File: config.mk
export PLATFORM = sky130hd
export DESIGN_NAME = video_timing_gen
export DESIGN_NICKNAME = d
export VERILOG_FILES = /design/src/rtl/video_timing_gen.sv
export SDC_FILE = /design/constraint.sdc
export NUM_CORES = 1
export LEC_CHECK = 0
export ABC_AREA = 0
export CAP_MARGIN = 20
export CORE_MARGIN = 2
export CORE_UTILIZATION = 30
export CTS_BUF_LIST = sky130_fd_sc_hd__clkbuf_4
export DETAILED_ROUTE_END_ITERATION = 10
export SLEW_MARGIN = 20
export SYNTH_ARGS = -nofsm -noshare
export SYNTH_HDL_FRONTEND = slang
export SYNTH_SLANG_ARGS = --single-unit
File: constraint.sdc
create_clock -name i_clk -period 3.7 [get_ports i_clk]
set_input_delay 0.925 -clock i_clk [delete_from_list [all_inputs] [get_ports i_clk]]
set_output_delay 0.925 -clock i_clk [all_outputs]
set_load 0.005 [all_outputs]
File: src/rtl/video_timing_gen.sv
// Raster timing and test-pattern source for one pixel clock domain.
// Outputs are the registered decode of the (h,v) counters, one cycle behind them.
module video_timing_gen #(
    parameter int H_ACTIVE = 640,
    parameter int H_FP     = 16,
    parameter int H_SYNC   = 96,
    parameter int H_BP     = 48,
    parameter int V_ACTIVE = 480,
    parameter int V_FP     = 10,
    parameter int V_SYNC   = 2,
    parameter int V_BP     = 33,
    parameter bit HS_POL   = 1'b0,
    parameter bit VS_POL   = 1'b0
) (
    input  logic        i_clk,
    input  logic        i_rst,
    input  logic [1:0]  i_pattern,
    output logic        o_hs,
    output logic        o_vs,
    output logic        o_de,
    output logic [11:0] o_x,
    output logic [11:0] o_y,
    output logic        o_frame_start,
    output logic [7:0]  o_red,
    output logic [7:0]  o_green,
    output logic [7:0]  o_blue
);

    localparam int H_TOTAL = H_ACTIVE + H_FP + H_SYNC + H_BP;
    localparam int V_TOTAL = V_ACTIVE + V_FP + V_SYNC + V_BP;

    localparam logic [11:0] H_ACT    = 12'(H_ACTIVE);
    localparam logic [11:0] H_LAST   = 12'(H_TOTAL - 1);
    localparam logic [11:0] HS_START = 12'(H_ACTIVE + H_FP);
    localparam logic [11:0] HS_END   = 12'(H_ACTIVE + H_FP + H_SYNC);
    localparam logic [11:0] V_ACT    = 12'(V_ACTIVE);
    localparam logic [11:0] V_LAST   = 12'(V_TOTAL - 1);
    localparam logic [11:0] VS_START = 12'(V_ACTIVE + V_FP);
    localparam logic [11:0] VS_END   = 12'(V_ACTIVE + V_FP + V_SYNC);
    localparam logic [11:0] BAR_LOAD = 12'(H_ACTIVE / 8 - 1);

    localparam logic [1:0] PAT_BARS    = 2'b00;
    localparam logic [1:0] PAT_GRAD    = 2'b01;
    localparam logic [1:0] PAT_CHECKER = 2'b10;
    localparam logic [1:0] PAT_BLACK   = 2'b11;

    logic [11:0] h;
    logic [11:0] v;
    logic [11:0] bar_cnt;
    logic [2:0]  bar_idx;
    logic [1:0]  pat_q;

    logic        h_last;
    logic        v_last;
    logic        at_origin;
    logic        de_c;
    logic        hs_act;
    logic        vs_act;
    logic [1:0]  pat_eff;
    logic [23:0] rgb_c;

    assign h_last    = (h == H_LAST);
    assign v_last    = (v == V_LAST);
    assign at_origin = (h == 12'd0) && (v == 12'd0);
    assign de_c      = (h < H_ACT) && (v < V_ACT);
    assign hs_act    = (h >= HS_START) && (h < HS_END);
    assign vs_act    = (v >= VS_START) && (v < VS_END);
    // The latch and its first use share the origin edge, so bypass the register there.
    assign pat_eff   = at_origin ? i_pattern : pat_q;

    always_ff @(posedge i_clk) begin
        if (i_rst) begin
            h       <= '0;
            v       <= '0;
            bar_cnt <= BAR_LOAD;
            bar_idx <= '0;
            pat_q   <= PAT_BLACK;
        end else begin
            if (h_last) begin
                h <= '0;
                v <= v_last ? 12'd0 : v + 12'd1;
            end else begin
                h <= h + 12'd1;
            end

            if (at_origin) begin
                pat_q <= i_pattern;
            end

            if (h_last) begin
                bar_cnt <= BAR_LOAD;
                bar_idx <= '0;
            end else if (bar_cnt == 12'd0) begin
                bar_cnt <= BAR_LOAD;
                bar_idx <= bar_idx + 3'd1;
            end else begin
                bar_cnt <= bar_cnt - 12'd1;
            end
        end
    end

    always_comb begin
        rgb_c = '0;
        case (pat_eff)
            PAT_BARS: begin
                case (bar_idx)
                    3'd0:    rgb_c = 24'hFFFFFF;
                    3'd1:    rgb_c = 24'hFFFF00;
                    3'd2:    rgb_c = 24'h00FFFF;
                    3'd3:    rgb_c = 24'h00FF00;
                    3'd4:    rgb_c = 24'hFF00FF;
                    3'd5:    rgb_c = 24'hFF0000;
                    3'd6:    rgb_c = 24'h0000FF;
                    default: rgb_c = 24'h000000;
                endcase
            end
            PAT_GRAD:    rgb_c = {3{h[9:2]}};
            PAT_CHECKER: rgb_c = (h[5] ^ v[5]) ? 24'hFFFFFF : 24'h000000;
            default:     rgb_c = 24'h000000;
        endcase
        if (!de_c) begin
            rgb_c = '0;
        end
    end

    always_ff @(posedge i_clk) begin
        if (i_rst) begin
            o_hs          <= ~HS_POL;
            o_vs          <= ~VS_POL;
            o_de          <= 1'b0;
            o_x           <= '0;
            o_y           <= '0;
            o_frame_start <= 1'b0;
            o_red         <= '0;
            o_green       <= '0;
            o_blue        <= '0;
        end else begin
            o_hs          <= hs_act ? HS_POL : ~HS_POL;
            o_vs          <= vs_act ? VS_POL : ~VS_POL;
            o_de          <= de_c;
            o_x           <= h;
            o_y           <= v;
            o_frame_start <= at_origin;
            {o_red, o_green, o_blue} <= rgb_c;
        end
    end

endmodule

# --- Word-level counts from Yosys, hierarchy flattened ---
# Index checks and enable logic that the tools add are counted.
word_totals:
  reg_bits: 93
  latch_bits: 0
  ram_bits: 0
  romBits: 0
  out_inout_bits: 52
  word_cells: 55
  mem_count: 0
classes:
  n_addsub: 4
  n_mul: 0
  div_mod_pow: 0
  magnitude_cmp: 6
  n_eq_ne: 10
  shifts: 0
  muxes: 7
  bitwise: 2
  n_reduce_logical: 12
op_table:
  columns: ["operator", "n"]
  rows:
  - ["24-bit one-hot mux with 7 select lines", 1]
  - ["24-bit one-hot mux with 3 select lines", 1]
  - ["12-bit logical NOT", 3]
  - ["12-bit by 1-bit adder with 12-bit output, second input constant", 2]
  - ["12-bit by 10-bit equality test with 1-bit output, second input constant", 2]
  - ["12-bit by 10-bit less-than comparator with 1-bit output, second input constant", 2]
  - ["12-bit by 9-bit less-than comparator with 1-bit output, second input constant", 2]
  - ["24-bit 2-to-1 mux", 1]
  - ["12-bit by 10-bit >= comparator with 1-bit output, second input constant", 1]
  - ["12-bit by 9-bit >= comparator with 1-bit output, second input constant", 1]
  - ["12-bit 2-to-1 mux", 1]
  - ["12-bit by 1-bit subtractor with 12-bit output, second input constant", 1]
  - ["3-bit equality test, second input constant", 3]
  - ["3-bit by 2-bit equality test with 1-bit output, second input constant", 2]
  - ["1-bit logical AND", 4]
  - ["2-bit OR reduction", 2]
  - ["3-bit by 1-bit adder with 3-bit output, second input constant", 1]
  - ["3-bit by 1-bit equality test with 1-bit output, second input constant", 1]
  - ["3-bit logical NOT", 1]
  - ["3-bit OR reduction", 1]
  - ["2-bit by 1-bit equality test with 1-bit output, second input constant", 1]
  - ["2-bit equality test, second input constant", 1]
  - ["2-bit logical NOT", 1]
  - ["1-bit 2-to-1 mux", 2]
  - ["3 further kinds", 3]

# --- Longest topological paths before layout ---
# Gate-level depths: netlist of run 1.
logic_depth:
  word_depth: 5
  depth_mapped: 8
  mapped_depth_nobuf: 7

# --- Worst setup path before layout of run 1 ---
# No wires, ideal clock.
synth_timing:
  path_type: "reg-to-reg"
  start: "register h[5]"
  end: "register o_green[0]"
  t_arrival_ps: 2258
  path_slack_ps: 1306
  path_stages_with_launch: 7
  synth_period_minus_slack_ps: 2394
  cell_sequence: "dfxtp_1 -> buf_6 -> or4_1 -> or4_4 -> nor2_4 -> mux2i_1 -> a21oi_1"
synth_between:
  elab_chain_cells: 5
synth_lines:
  columns: ["element", "line_no", "rtl"]
  rows:
  - ["from (decl)", "47", "logic [11:0] h;"]
  - ["from (signal assigned)", "83", "h <= h + 12'd1;"]
  - ["parallel branches: the longest is 5 deep, another holds 12-bit by 10-bit less-than comparator with 1-bit output", null, null]
  - ["to (signal assigned)", "144", "{o_red, o_green, o_blue} <= rgb_c;"]
  - ["to (decl)", "25", "output logic [7:0] o_green,"]
# Several ways; the timed one is not identified.
# A chain may end at the register's enable or synchronous reset.

# --- Worst setup path after layout of run 1 ---
layout_timing:
  start: "register h[5]"
  end: "register o_red[2]"
layout_between:
  elab_chain_cells: 5
layout_lines:
  columns: ["element", "line_no", "rtl"]
  rows:
  - ["parallel branches: the longest is 5 deep, another holds 12-bit by 10-bit less-than comparator with 1-bit output", null, null]
  - ["to (signal assigned)", "144", null]
  - ["to (decl)", "24", "output logic [7:0] o_red,"]
# Several ways; the timed one is not identified.

==> results of run 1 <==
==> through the flow <==
stage | instance area (um^2) | instances | hold slack [ns]
final | 4290 | 571 | 0.430
after floorplan | 3490 | 371 | 0.384
after detailed placement | 4150 | 554 | 0.400
after global placement | 4150 | 554 | 0.395
after CTS | 4290 | 570 | 0.435
after global routing | 4290 | 571 | 0.468
==> cell type report <==
class / instances / area [um^2]
fill: 1194 / 7080
sequential: 93 / 1860
multi-input combinational: 251 / 1510
timing repair buffer: 57 / 566
tap: 143 / 179
clock buffer: 9 / 67.6
clock inverter: 7 / 65.1
inverter: 10 / 37.5
antenna: 1 / 2.50
==> synth_stat cells, types with 3 or more instances <==
cell	number	share of area, %
inv_1	10	1.1
or3_1	3	0.54
nand2_1	21	2.3
nand2b_1	3	0.54
mux2i_1	4	1.1
or4_1	3	0.65
nor3_1	8	1.1
nor2_1	54	5.8
nor2b_1	20	3.6
nand3b_1	12	2.6
a21oi_1	26	3.7
clkbuf_1	13	1.4
nand4_1	9	1.6
nor4_1	4	0.72
and3_1	3	0.54
xor2_1	17	4.3
or2_2	3	0.54
o21ai_0	10	1.4
nand3_1	17	2.4
buf_6	3	0.97
xnor2_1	13	3.3
dfxtp_1	93	53
ha_1	10	3.6
==> cells by family (layout without fill, tap and decap cells) <==
| family | after synthesis | after routing | synth area share, % |
|---|---|---|---|
| muxes | 4 | 4 | 1.15 |
| adders and majority gates | 10 | 10 | 3.58 |
| xor gates and xnor gates | 30 | 30 | 7.53 |
| other | 0 | 1 | 0 |
| AOI/OAI and AO/OA | 41 | 41 | 6.38 |
| DFF | 93 | 93 | 53.3 |
| buffers and inverters | 27 | 83 | 3.58 |
| and+or+nand+nor | 166 | 166 | 24.4 |
==> flip-flops by register name, indices dropped and copies added, names as in the netlist <==
register / flops
o_y: 12
o_red: 8
v: 12
o_green: 8
bar_idx: 3
o_vs: 1
o_hs: 1
o_blue: 8
o_de: 1
bar_cnt: 12
o_frame_start: 1
o_x: 12
h: 12
pat_q: 2
==> power by group through the flow <==
stage               combinational (uW)  clock [uW]  sequential (uW)
finish                             130         515             1050
global route                       146         577             1050
CTS                                131         539             1050
detailed placement                 131           0             1070
global placement                   128           0             1070
floorplan                         83.4           0             1060
==> how the worst min path moves through the flow <==
stage	from	depth (start not counted)	endpoint	slack [ns]
final	bar_cnt[0]$_SDFF_PP1_	1	bar_cnt[0]$_SDFF_PP1_	0.43
after global routing	bar_cnt[0]$_SDFF_PP1_	1	bar_cnt[0]$_SDFF_PP1_	0.47
after CTS	bar_cnt[0]$_SDFF_PP1_	1	bar_cnt[0]$_SDFF_PP1_	0.43
after detailed placement	bar_cnt[0]$_SDFF_PP1_	1	bar_cnt[0]$_SDFF_PP1_	0.40
after global placement	bar_cnt[0]$_SDFF_PP1_	1	bar_cnt[0]$_SDFF_PP1_	0.39
after floorplan	bar_cnt[0]$_SDFF_PP1_	1	bar_cnt[0]$_SDFF_PP1_	0.38
==> layer usage <==
metal	GRT usage [%]	vias up	part of all wire (%)
met2	18.5	54	47
met4	5.68	0	1.9
met1	14.8	1203	48
met3	2.67	10	3.9
met5	0	-	0
li1	-	1355	-
==> worst max-delay path: cells and delay by family, from the launching register on <==
family | cells | cell delay (ns)
and+or+nand+nor | 3 | 1.42
muxes | 1 | 0.69
DFF | 1 | 0.43
AOI/OAI and AO/OA | 1 | 0.14
==> impl_metrics.toml, run 1 <==
[worst_setup_path]
crit_chain = "or4_1 > or4_4 > nor2_4 > mux2i_1 > a21oi_1"
endpoint = "o_red[2]$_SDFF_PP0_"
r2r_cells = 5
critical-path-max-stage-delay_ns = 0.69
worstSetupStartpointType = "flop"
critPathCaptureType = "flop"
r2r_end = "o_red[2]$_SDFF_PP0_"
cp_slowest_cell = "mux2i_1"
cp_max_fo = 9
critical_path_class = "flop to flop"
regToRegSetupSlack_ns = 0.88
arrival_ns = 3.12
r2r-start = "h[5]$_SDFF_PP0_"
required_ns = 3.99
worstSetupStartpoint = "h[5]$_SDFF_PP0_"

[grt]
grtUsageTotal_pct = 11.6
grt_pass1_wl_mm = 11.7
antenna_found_initial = 1
first_global_vias = 2446
grt_overflow = 0
grt_max_degree = 34

[timing]
hold_violations = 0
slew_violations = 0
rsz0062_at_grt = "no"
setup-violations-final = 0
finalCriticalPeriod_ns = 2.82
maxSlewHeadroom_pct = 39.2
tightest_slew_ns = 0.910
maxClockFrequency_mhz = 354
skew_ns = 0.0161
setup_tns_ns = 0
post-route-period-util_pct = 76.3
setup_ws_ns = 0.878

[logic_synthesis]
synth_cell_type_count = 35
netlist_area_um2 = 3490
yosysWarnings = 0
synth_fp_nets = 385
async_flop_share_pct = 0
postSynthAreaPerCell_um2 = 9.41
netlist_instances = 371
synth-seq-area-share_pct = 53.3
synth-main-ff-cell = "dfxtp_1"
synth_seq_cells = 93
synth-edff-count = 0

[clocking]
clk_pin_slew_worst_paths_ns = 0.15
clock_latency_ns = 0.44
clock_sinks = 93
cts_setup_buffers = 0
cts.repair.resized = 0
clock_path_buffers = 2
tritoncts = "yes"
clockRootBuffer = "clkbuf_4"
cts_htree_levels = 3
cts_hold_buf = 0
cts_buffers = 9

[placed_design]
place_hpwl_mm = 5.08
port_buffers = 55
gp_congestion = 0.817
place_worst_setup_slack_ns = 0.796

[power_and_ir_drop]
leakagePower_uw = 0.00158
intPower_uw = 1250
p_comb_share_pct = 7.7
p_per_area_nw_per_um2 = 395
pwr-share-seq_pct = 61.9
ir_drop_mv = 0.146
switchingPower_uw = 446
total_power_uw = 1690
pwr-share-clk_pct = 30.4
switching_share_pct = 26.4

[worst_hold_path]
hold_class = "flop to flop"

[route]
remaining_drc_errors = 0
wl_mm = 6.92
wl_per_cell_um = 12.1
drt_iter0_drc = 109
dr.pass1.iters = 4
viasPerCell = 4.59
num_vias = 2622
antenna_left = 0

[floorplan]
start_util_pct = 30.7
die_h_um = 112
num_io_pins = 56
die-area_um2 = 12500
dieWidth_um = 112
core_um2 = 11400
num_rows = 39

[finish]
drive_above_1_share_pct = 6.09
layout_commonest_cell = "dfxtp_1"
final_core_util_pct = 37.7
final_cell_mix = "dfxtp_1 (93), clkdlybuf4s50_1 (55), nor2_1 (54)"
area_growth_pct = 22.9
fin_nets = 436

[run_status]
status = "finished, final reports clean"

[run]
drv_cap = 0
Power figures use the tool's default switching activity.
==> inputs of run 2 (changes only) <==
==> constraint.sdc (replaced) <==
create_clock -name i_clk -period 2.8 [get_ports i_clk]
set_input_delay 0.7 -clock i_clk [delete_from_list [all_inputs] [get_ports i_clk]]
set_output_delay 0.7 -clock i_clk [all_outputs]
set_load 0.005 [all_outputs]
==> run 2 against run 1 <==
Against the previous run:
- fmax rose by 11%
- register-to-register slack got worse by 0.62 ns
- combinational power rose by 40%
- cell area rose by 1.0%
- via count rose by 0.69%
- utilization rose by 0.39 points
- count of clock-buffer cells in the layout did not move
- cell count rose by 0.88%
- sequential share of layout area fell by 0.44 points
- setup slack got worse by 0.62 ns
- largest cell class unchanged
- largest power group unchanged
- highest routed layer unchanged
==> impl_metrics.toml, run 2 (synthesized netlist as in run 1, its figures left out) <==
[clocking]
tritoncts = "yes"
cts_hold_buf = 0
clock_sinks = 93
clk_pin_slew_worst_paths_ns = 0.15
clock_path_buffers = 2
clockRootBuffer = "clkbuf_4"
cts.repair.resized = 0
cts_htree_levels = 3
clock_latency_ns = 0.45
cts_setup_buffers = 0
cts_buffers = 9

[floorplan]
dieWidth_um = 112
num_io_pins = 56
start_util_pct = 30.7
num_rows = 39
core_um2 = 11400
die-area_um2 = 12500
die_h_um = 112

[power_and_ir_drop]
switchingPower_uw = 595
intPower_uw = 1660
ir_drop_mv = 0.201
p_comb_share_pct = 8.1
pwr-share-clk_pct = 30.3
p_per_area_nw_per_um2 = 520
leakagePower_uw = 0.00161
pwr-share-seq_pct = 61.6
switching_share_pct = 26.4

[worst_setup_path]
critPathCaptureType = "flop"
cp_max_fo = 24
r2r_cells = 6
required_ns = 3.13
arrival_ns = 2.88
critical_path_class = "flop to flop"
regToRegSetupSlack_ns = 0.26
worstSetupStartpointType = "flop"

[grt]
grt_pass1_wl_mm = 11.4
grt_util_met2_pct = 17.5
first_global_vias = 2322
top_usage_layer = "met2"
grt_use_met3_pct = 3.32
grtUsageMet1_pct = 14.7
antenna_found_initial = 0
grt_overflow = 0
grt_max_degree = 34
grtUsageTotal_pct = 11.3

[route]
num_vias = 2640
drt_iter0_drc = 177
dr.pass1.iters = 4
wl_mm = 7.02
wl_per_cell_um = 12.2
viasPerCell = 4.58
antenna_left = 0
remaining_drc_errors = 0

[finish]
layout_commonest_cell = "dfxtp_1"
area_growth_pct = 24.1
stdcell_count = 576
fin_nets = 442
final_cell_mix = "dfxtp_1 (93), clkdlybuf4s50_1 (55), nor2_1 (54)"
drive_above_1_share_pct = 7.39
antenna_cells = 0
design_area_um2 = 4330

[timing]
tightest_slew_ns = 0.573
slew_violations = 0
skew_ns = 0.0294
maxSlewHeadroom_pct = 61.4
setup-violations-final = 0
post-route-period-util_pct = 90.9
maxClockFrequency_mhz = 393
rsz0062_at_grt = "no"
finalCriticalPeriod_ns = 2.54
holdWs_ns = 0.429
setup_tns_ns = 0
hold_violations = 0

[placed_design]
gp_congestion = 0.831
port_buffers = 55
place_area_um2 = 4200
dp.cells = 560
place_hpwl_mm = 5.12

[worst_hold_path]
hold_depth = 1
hold_class = "flop to flop"

[run_status]
status = "finished, final reports clean"

[run]
drv_cap = 0
==> run 2: changes by cell type in the layout (fill, tap and decap cells not counted) <==
| cell | before | now |
|---|---|---|
| inv_6 | 2 | 1 |
| buf_4 | 2 | 8 |
| diode_2 | 1 | 0 |
| clkinv_4 | 2 | 4 |
| clkinvlp_4 | 1 | 0 |
==> run 2: critical path, cell delays in order, from the launching register on <==
cell and delay (ns):
dfxtp_1 0.43, or4_1 0.60, or4_4 0.59, or3_1 0.40, o211ai_2 0.08, buf_4 0.27
a21oi_1 0.08
==> run 2: metrics by stage <==
stage,util [%],power [uW],setup slack [ns]
final,38.1,2250,0.255
after global routing,38.1,2350,0.120
after CTS,38.1,2280,0.272
after detailed placement,36.9,1600,0.302
after global placement,36.9,1600,0.370
after floorplan,-,1520,0.406
==> run 2: routing by layer <==
metal	wire [um]	up-vias
li1	-	1357
met1	3270	1196
met2	3190	77
met3	423	10
met4	127	0
met5	0	-
==> run 2: power groups by stage <==
stage               Combinational [uW]  Clock, uW  Sequential (uW)
floorplan                          110          0             1410
global placement                   181          0             1420
detailed placement                 183          0             1420
CTS                                184        706             1390
global route                       203        754             1390
finish                             182        682             1390
==> run 2: path summary, 6_finish.rpt <==
check,end,from
worst max-delay path,o_green[2]$_SDFF_PP0_,h[5]$_SDFF_PP0_
worst min-delay path,bar_cnt[0]$_SDFF_PP1_,bar_cnt[0]$_SDFF_PP1_
worst max register to register,o_green[2]$_SDFF_PP0_,h[5]$_SDFF_PP0_
worst min register to register,bar_cnt[0]$_SDFF_PP1_,bar_cnt[0]$_SDFF_PP1_
==> run 2: layout make-up <==
cell class / instances / area [um^2]
clock buffers: 9 / 67.6
clock inverters: 7 / 66.3
fillers: 1178 / 7040
inverters: 10 / 37.5
multi-input cells: 251 / 1510
flip-flops and latches: 93 / 1860
well taps: 143 / 179
repair buffers: 63 / 611
==> inputs of run 3 (changes only) <==
--- a/config.mk
+++ b/config.mk
@@ -11,6 +11,7 @@
 export CORE_UTILIZATION = 30
 export CTS_BUF_LIST = sky130_fd_sc_hd__clkbuf_4
 export DETAILED_ROUTE_END_ITERATION = 10
+export MAX_ROUTING_LAYER = met4
 export SLEW_MARGIN = 20
 export SYNTH_ARGS = -nofsm -noshare
 export SYNTH_HDL_FRONTEND = slang
==> run 3 against run 2 <==
Against the previous run:
- via count down 0.57%
- critical path type unchanged
- routed wire length about the same
- sequential share of layout area unchanged
==> impl_metrics.toml, run 3 (synthesized netlist as in run 1, its figures left out) <==
[worst_setup_path]
r2r_cells = 6
required_ns = 3.13
arrival_ns = 2.87
crit_cells = 6
cp_slowest_cell = "or4_1"
crit_family = "simple AND/OR/NAND/NOR gates"
cp_max_fo = 24
critPathCaptureType = "flop"
critPathBufInv = 1
crit_chain = "or4_1 > or4_4 > or3_1 > o211ai_2 > buf_4 > a21oi_1"
critical-path-max-stage-delay_ns = 0.60
worstSetupStartpointType = "flop"
critical_path_class = "flop to flop"

[power_and_ir_drop]
p_per_area_nw_per_um2 = 518
switchingPower_uw = 589
p_comb_share_pct = 8.1
pwr-share-clk_pct = 30.1
ir_drop_mv = 0.200
intPower_uw = 1660
pwr-share-seq_pct = 61.8
leakagePower_uw = 0.00161
switching_share_pct = 26.2

[timing]
post-route-period-util_pct = 90.7
maxSlewHeadroom_pct = 62.0
setup-violations-final = 0
skew_ns = 0.0267
hold_violations = 0
setup_tns_ns = 0
slew_violations = 0
finalCriticalPeriod_ns = 2.54
rsz0062_at_grt = "no"
maxClockFrequency_mhz = 394
tightest_slew_ns = 0.565
setup_ws_ns = 0.260

[floorplan]
num_io_pins = 56
start_util_pct = 30.7
num_rows = 39
die_h_um = 112
die-area_um2 = 12500
core_um2 = 11400
dieWidth_um = 112

[clocking]
clock_path_buffers = 2
clockRootBuffer = "clkbuf_4"
clock_sinks = 93
cts_setup_buffers = 0
clock_latency_ns = 0.45
tritoncts = "yes"
cts.repair.resized = 0
cts_buffers = 9
clk_pin_slew_worst_paths_ns = 0.15
cts_htree_levels = 3
cts_hold_buf = 0

[grt]
top_usage_layer = "met2"
grt_use_met3_pct = 3.32
grt_pass1_wl_mm = 11.4
first_global_vias = 2329
grt_max_degree = 34
grtUsageTotal_pct = 11.6
grt_util_met2_pct = 17.5
grtUsageMet1_pct = 14.5
grt_overflow = 0
antenna_found_initial = 0

[run]
drv_cap = 0

[route]
wl_mm = 7.01
num_vias = 2625
wl_per_cell_um = 12.2
dr.pass1.iters = 5
drt_iter0_drc = 172
remaining_drc_errors = 0
antenna_left = 0
viasPerCell = 4.56

[run_status]
status = "finished, final reports clean"

[finish]
fillCellCount = 1178
area_growth_pct = 24.1
antenna_cells = 0
final_cell_mix = "dfxtp_1 (93), clkdlybuf4s50_1 (55), nor2_1 (54)"
register_area_um2 = 1860
multi_input_area_um2 = 1510
drive_above_1_share_pct = 7.39
fin_nets = 442
layout_commonest_cell = "dfxtp_1"

[placed_design]
place_worst_setup_slack_ns = 0.302
gp_congestion = 0.843
port_buffers = 55
place_hpwl_mm = 5.12

[worst_hold_path]
hold_depth = 1
hold_class = "flop to flop"
-- run 3: path summary, 6_finish.rpt --
path	startpoint	end	slack, ns
max reg2reg	h[5]$_SDFF_PP0_	o_green[2]$_SDFF_PP0_	0.26
min reg2reg	bar_cnt[0]$_SDFF_PP1_	bar_cnt[0]$_SDFF_PP1_	0.43
min	bar_cnt[0]$_SDFF_PP1_	bar_cnt[0]$_SDFF_PP1_	0.43
max	h[5]$_SDFF_PP0_	o_green[2]$_SDFF_PP0_	0.26
-- run 3: cell type report --
cell class / count / share of cell area, %
well taps: 143 / 4.13
flip-flops and latches: 93 / 43.0
clock inverters: 7 / 1.53
repair buffers: 63 / 14.1
clock buffers: 9 / 1.56
multi-input cells: 251 / 34.9
inverters: 10 / 0.866
-- run 3: worst register-to-register path, stage by stage, from the launching register on --
cell and delay [ns]:
dfxtp_1 0.42, or4_1 0.60, or4_4 0.59, or3_1 0.40, o211ai_2 0.08, buf_4 0.27
a21oi_1 0.08
-- run 3: per-stage QoR --
| stage | std cells | power (uW) | util (%) | area [um^2] | hold slack [ns] |
|---|---|---|---|---|---|
| after CTS | 576 | 2280 | 38.1 | 4330 | 0.432 |
| after detailed placement | 560 | 1600 | 36.9 | 4200 | 0.399 |
| after floorplan | 371 | 1520 | - | 3490 | 0.384 |
| after global routing | 576 | 2350 | 38.1 | 4330 | 0.452 |
| final | 576 | 2250 | 38.1 | 4330 | 0.429 |
| after global placement | 560 | 1600 | 36.9 | 4200 | 0.395 |
-- run 3: power groups by stage --
stage	Combinational (uW)	Sequential, uW	Clock, uW
3_5_place_dp	183	1420	0
2_1_floorplan	110	1410	0
5_1_grt	203	1390	752
4_1_cts	184	1390	706
3_3_place_gp	181	1420	0
6_report	182	1390	677
-- run 3: metal layers --
layer | vias up | part of all wire [%]
met3 | 8 | 5.3
li1 | 1357 | -
met1 | 1191 | 47
met5 | - | 0
met2 | 69 | 46
met4 | 0 | 1.4
==> RTL edit (flow settings as in run 3) <==
`VS_POL`: 1'b0 -> 1'b1.
--- a/src/rtl/video_timing_gen.sv
+++ b/src/rtl/video_timing_gen.sv
@@ -11,5 +11,5 @@
     parameter int V_BP     = 33,
     parameter bit HS_POL   = 1'b0,
-    parameter bit VS_POL   = 1'b0
+    parameter bit VS_POL   = 1'b1
 ) (
     input  logic        i_clk,
Function: changed (Yosys sat finds a counterexample within 4 cycles, from zero or initial values and one cycle with i_rst high).
==> RTL edit against run 3 <==
  * Global-route usage rose by 0.33 points
  * Power increased by 6.4%
  * Sequential cell count did not move
  * Synthesized area is 3.1% higher
  * Routed wire length rose by 4.5%
  * Sequential share of layout area shrank 0.91 points
  * Design area up 2.2%
  * Worst setup slack improved by 0.25 ns
  * Maximum frequency increased by 11%
  * Count of clock-buffer cells in the layout grew 2
  * Die area grew 3.0%
  * Critical path type unchanged
  * Largest cell class unchanged
  * Largest power group unchanged
  * Highest routed layer unchanged
==> RTL edit: results (changes against run 3) <==
| Metric | Value |
|---|---|
| Run status | finished clean |
| Post-route ant nets | 0 (unchanged) |
| WHS | 0.4638 ns (+0.03441 ns) |
| Crit path max fanout | 24 (unchanged) |
| Routed via count | 2,610 (-0.57%) |
| RR Startpoint | v[0]$_SDFFE_PP0P_ |
| Pleak | 1.610 nW (about the same) |
| Metal-1 WL | 3490 um (+5.4%) |
| Drt initial violations | 86 (-50%) |
| CP peak stage delay | 0.76 ns (+0.16 ns) |
| Met1 GRT Util | 15.02% (+0.48 points) |
| GRT Resource Usage Total | 11.93% (+0.33 points) |
| Fin nets | 432 (-2.3%) |
| VDD IR max | 0.1819 mV (-9.2%) |
| Synth cell count leaders | dfxtp_1, nor2_1, a21oi_1 |
| Met2 usage | 19.12% (+1.6 points) |
| Share of layout cells above drive strength 1 | 9.929% (+2.5 points) |
| Cts repair resizes | 0 (unchanged) |
| Uppermost layer routed | met4 |
| Final Skew | 0.01250 ns (-0.01420 ns) |
| HP Class | flop to flop |
| Met3 usage | 2.338% (-0.98 points) |
| N_diodes | 0 (unchanged) |
| Critical Path AT | 2.57 ns (-0.30 ns) |
| Port Buffers | 55 (unchanged) |
| Clock latency at the later pin of the worst-skew pair | 0.42 ns (-0.03 ns) |
| Actual slew at the worst max-slew pin | 0.9079 ns (+0.3428 ns) |
| Cells after DPL | 554 (-1.1%) |
| Fill cells | 1,204 (+2.2%) |
| WL met3 | 293 um (-21%) |
| Gpl congestion | 0.8279 (-1.8%) |
| Hpwl dp | 5213 um (+1.9%) |
| Clock transition at path regs | 0.13 ns (-0.02 ns) |
| Initial antenna violation count | 0 (unchanged) |
| Largest net degree at the start of global routing | 31 (-8.8%) |
| Worst R2R Setup Slack | 0.51 ns (+0.25 ns) |
| Net count after synthesis | 380 (-1.3%) |
| Drt pass-1 iters | 4 (-1) |
| Metal2 WL | 3443 um (+6.7%) |
| CTS root buf | clkbuf_4 |
| Vias in the first global route | 2,465 (+5.8%) |
| Routed WL per cell | 12.85 um (+5.6%) |
| Final wirelength | 7327 um (+4.5%) |
| Yosys warns | 0 (unchanged) |
| Syn avg cell area | 9.832 um^2 (+4.5%) |
| Unique masters post-synth | 42 (+20%) |
| CP max-delay cell | o211ai_2 |
| Power density over cell area | 539.7 nW/um^2 (+4.1%) |
| Crit path max-delay family | compound AO/OA/AOI/OAI gates |
| Top cells by area, synth | dfxtp_1, xor2_1, nor2b_1, a21oi_1, ha_1 |
| Reg2Reg Depth | 7 (+1) |
| Placed inst area | 4260 um^2 (+1.5%) |
| First-pass GRT wire length | 11,980 um (+5.1%) |
| Ys async rst share | 0% (unchanged) |
| Post-synthesis sequential area ratio | 51.74% (-1.6 points) |
| Endpoint of the worst register-to-register path | o_green[0]$_SDFF_PP0_ |
[RTL edit: worst min path at each step]
| stage | startpoint | to | cells after the start |
|---|---|---|---|
| 5_1_grt | bar_cnt[0]$_SDFF_PP1_ | bar_cnt[0]$_SDFF_PP1_ | 1 |
| 3_5_place_dp | bar_cnt[0]$_SDFF_PP1_ | bar_cnt[0]$_SDFF_PP1_ | 1 |
| 2_1_floorplan | bar_cnt[0]$_SDFF_PP1_ | bar_cnt[0]$_SDFF_PP1_ | 1 |
| 4_1_cts | bar_cnt[0]$_SDFF_PP1_ | bar_cnt[0]$_SDFF_PP1_ | 1 |
| 6_report | bar_cnt[0]$_SDFF_PP1_ | bar_cnt[0]$_SDFF_PP1_ | 1 |
| 3_3_place_gp | bar_cnt[0]$_SDFF_PP1_ | bar_cnt[0]$_SDFF_PP1_ | 1 |
[RTL edit: area by class of cell]
cell class	count	share of cell area, %
Multi-Input combinational cell	244	35.98
Tap cell	147	4.155
Clock inverter	5	1.894
Timing Repair Buffer	59	13.11
Clock buffer	11	1.865
Sequential cell	93	42.06
Inverter	11	0.9327
[RTL edit: cells by family after synthesis]
| kind of cell | synth area share (%) |
|---|---|
| buf+inv | 3.999 |
| flops | 51.74 |
| fa+ha+maj | 3.477 |
| xor+xnor | 7.302 |
| simple gates | 25.80 |
| mux | 1.113 |
| compound gates | 6.571 |
[RTL edit: where the power goes]
group / total (W) / internal, W / switching (W)
clock: 0.000823 / 0.000386 / 0.000437
combinational: 0.000180 / 0.0000914 / 0.0000882
sequential: 0.00139 / 0.00136 / 0.0000266
total: 0.00239 / 0.00184 / 0.000552
[RTL edit: through the flow]
step	power, W	setup WS, ns
floorplan	0.001519	0.8808
global placement	0.001592	0.2942
detailed placement	0.001598	0.2362
CTS	0.002424	0.5257
global route	0.002496	0.2524
finish	0.002389	0.5072
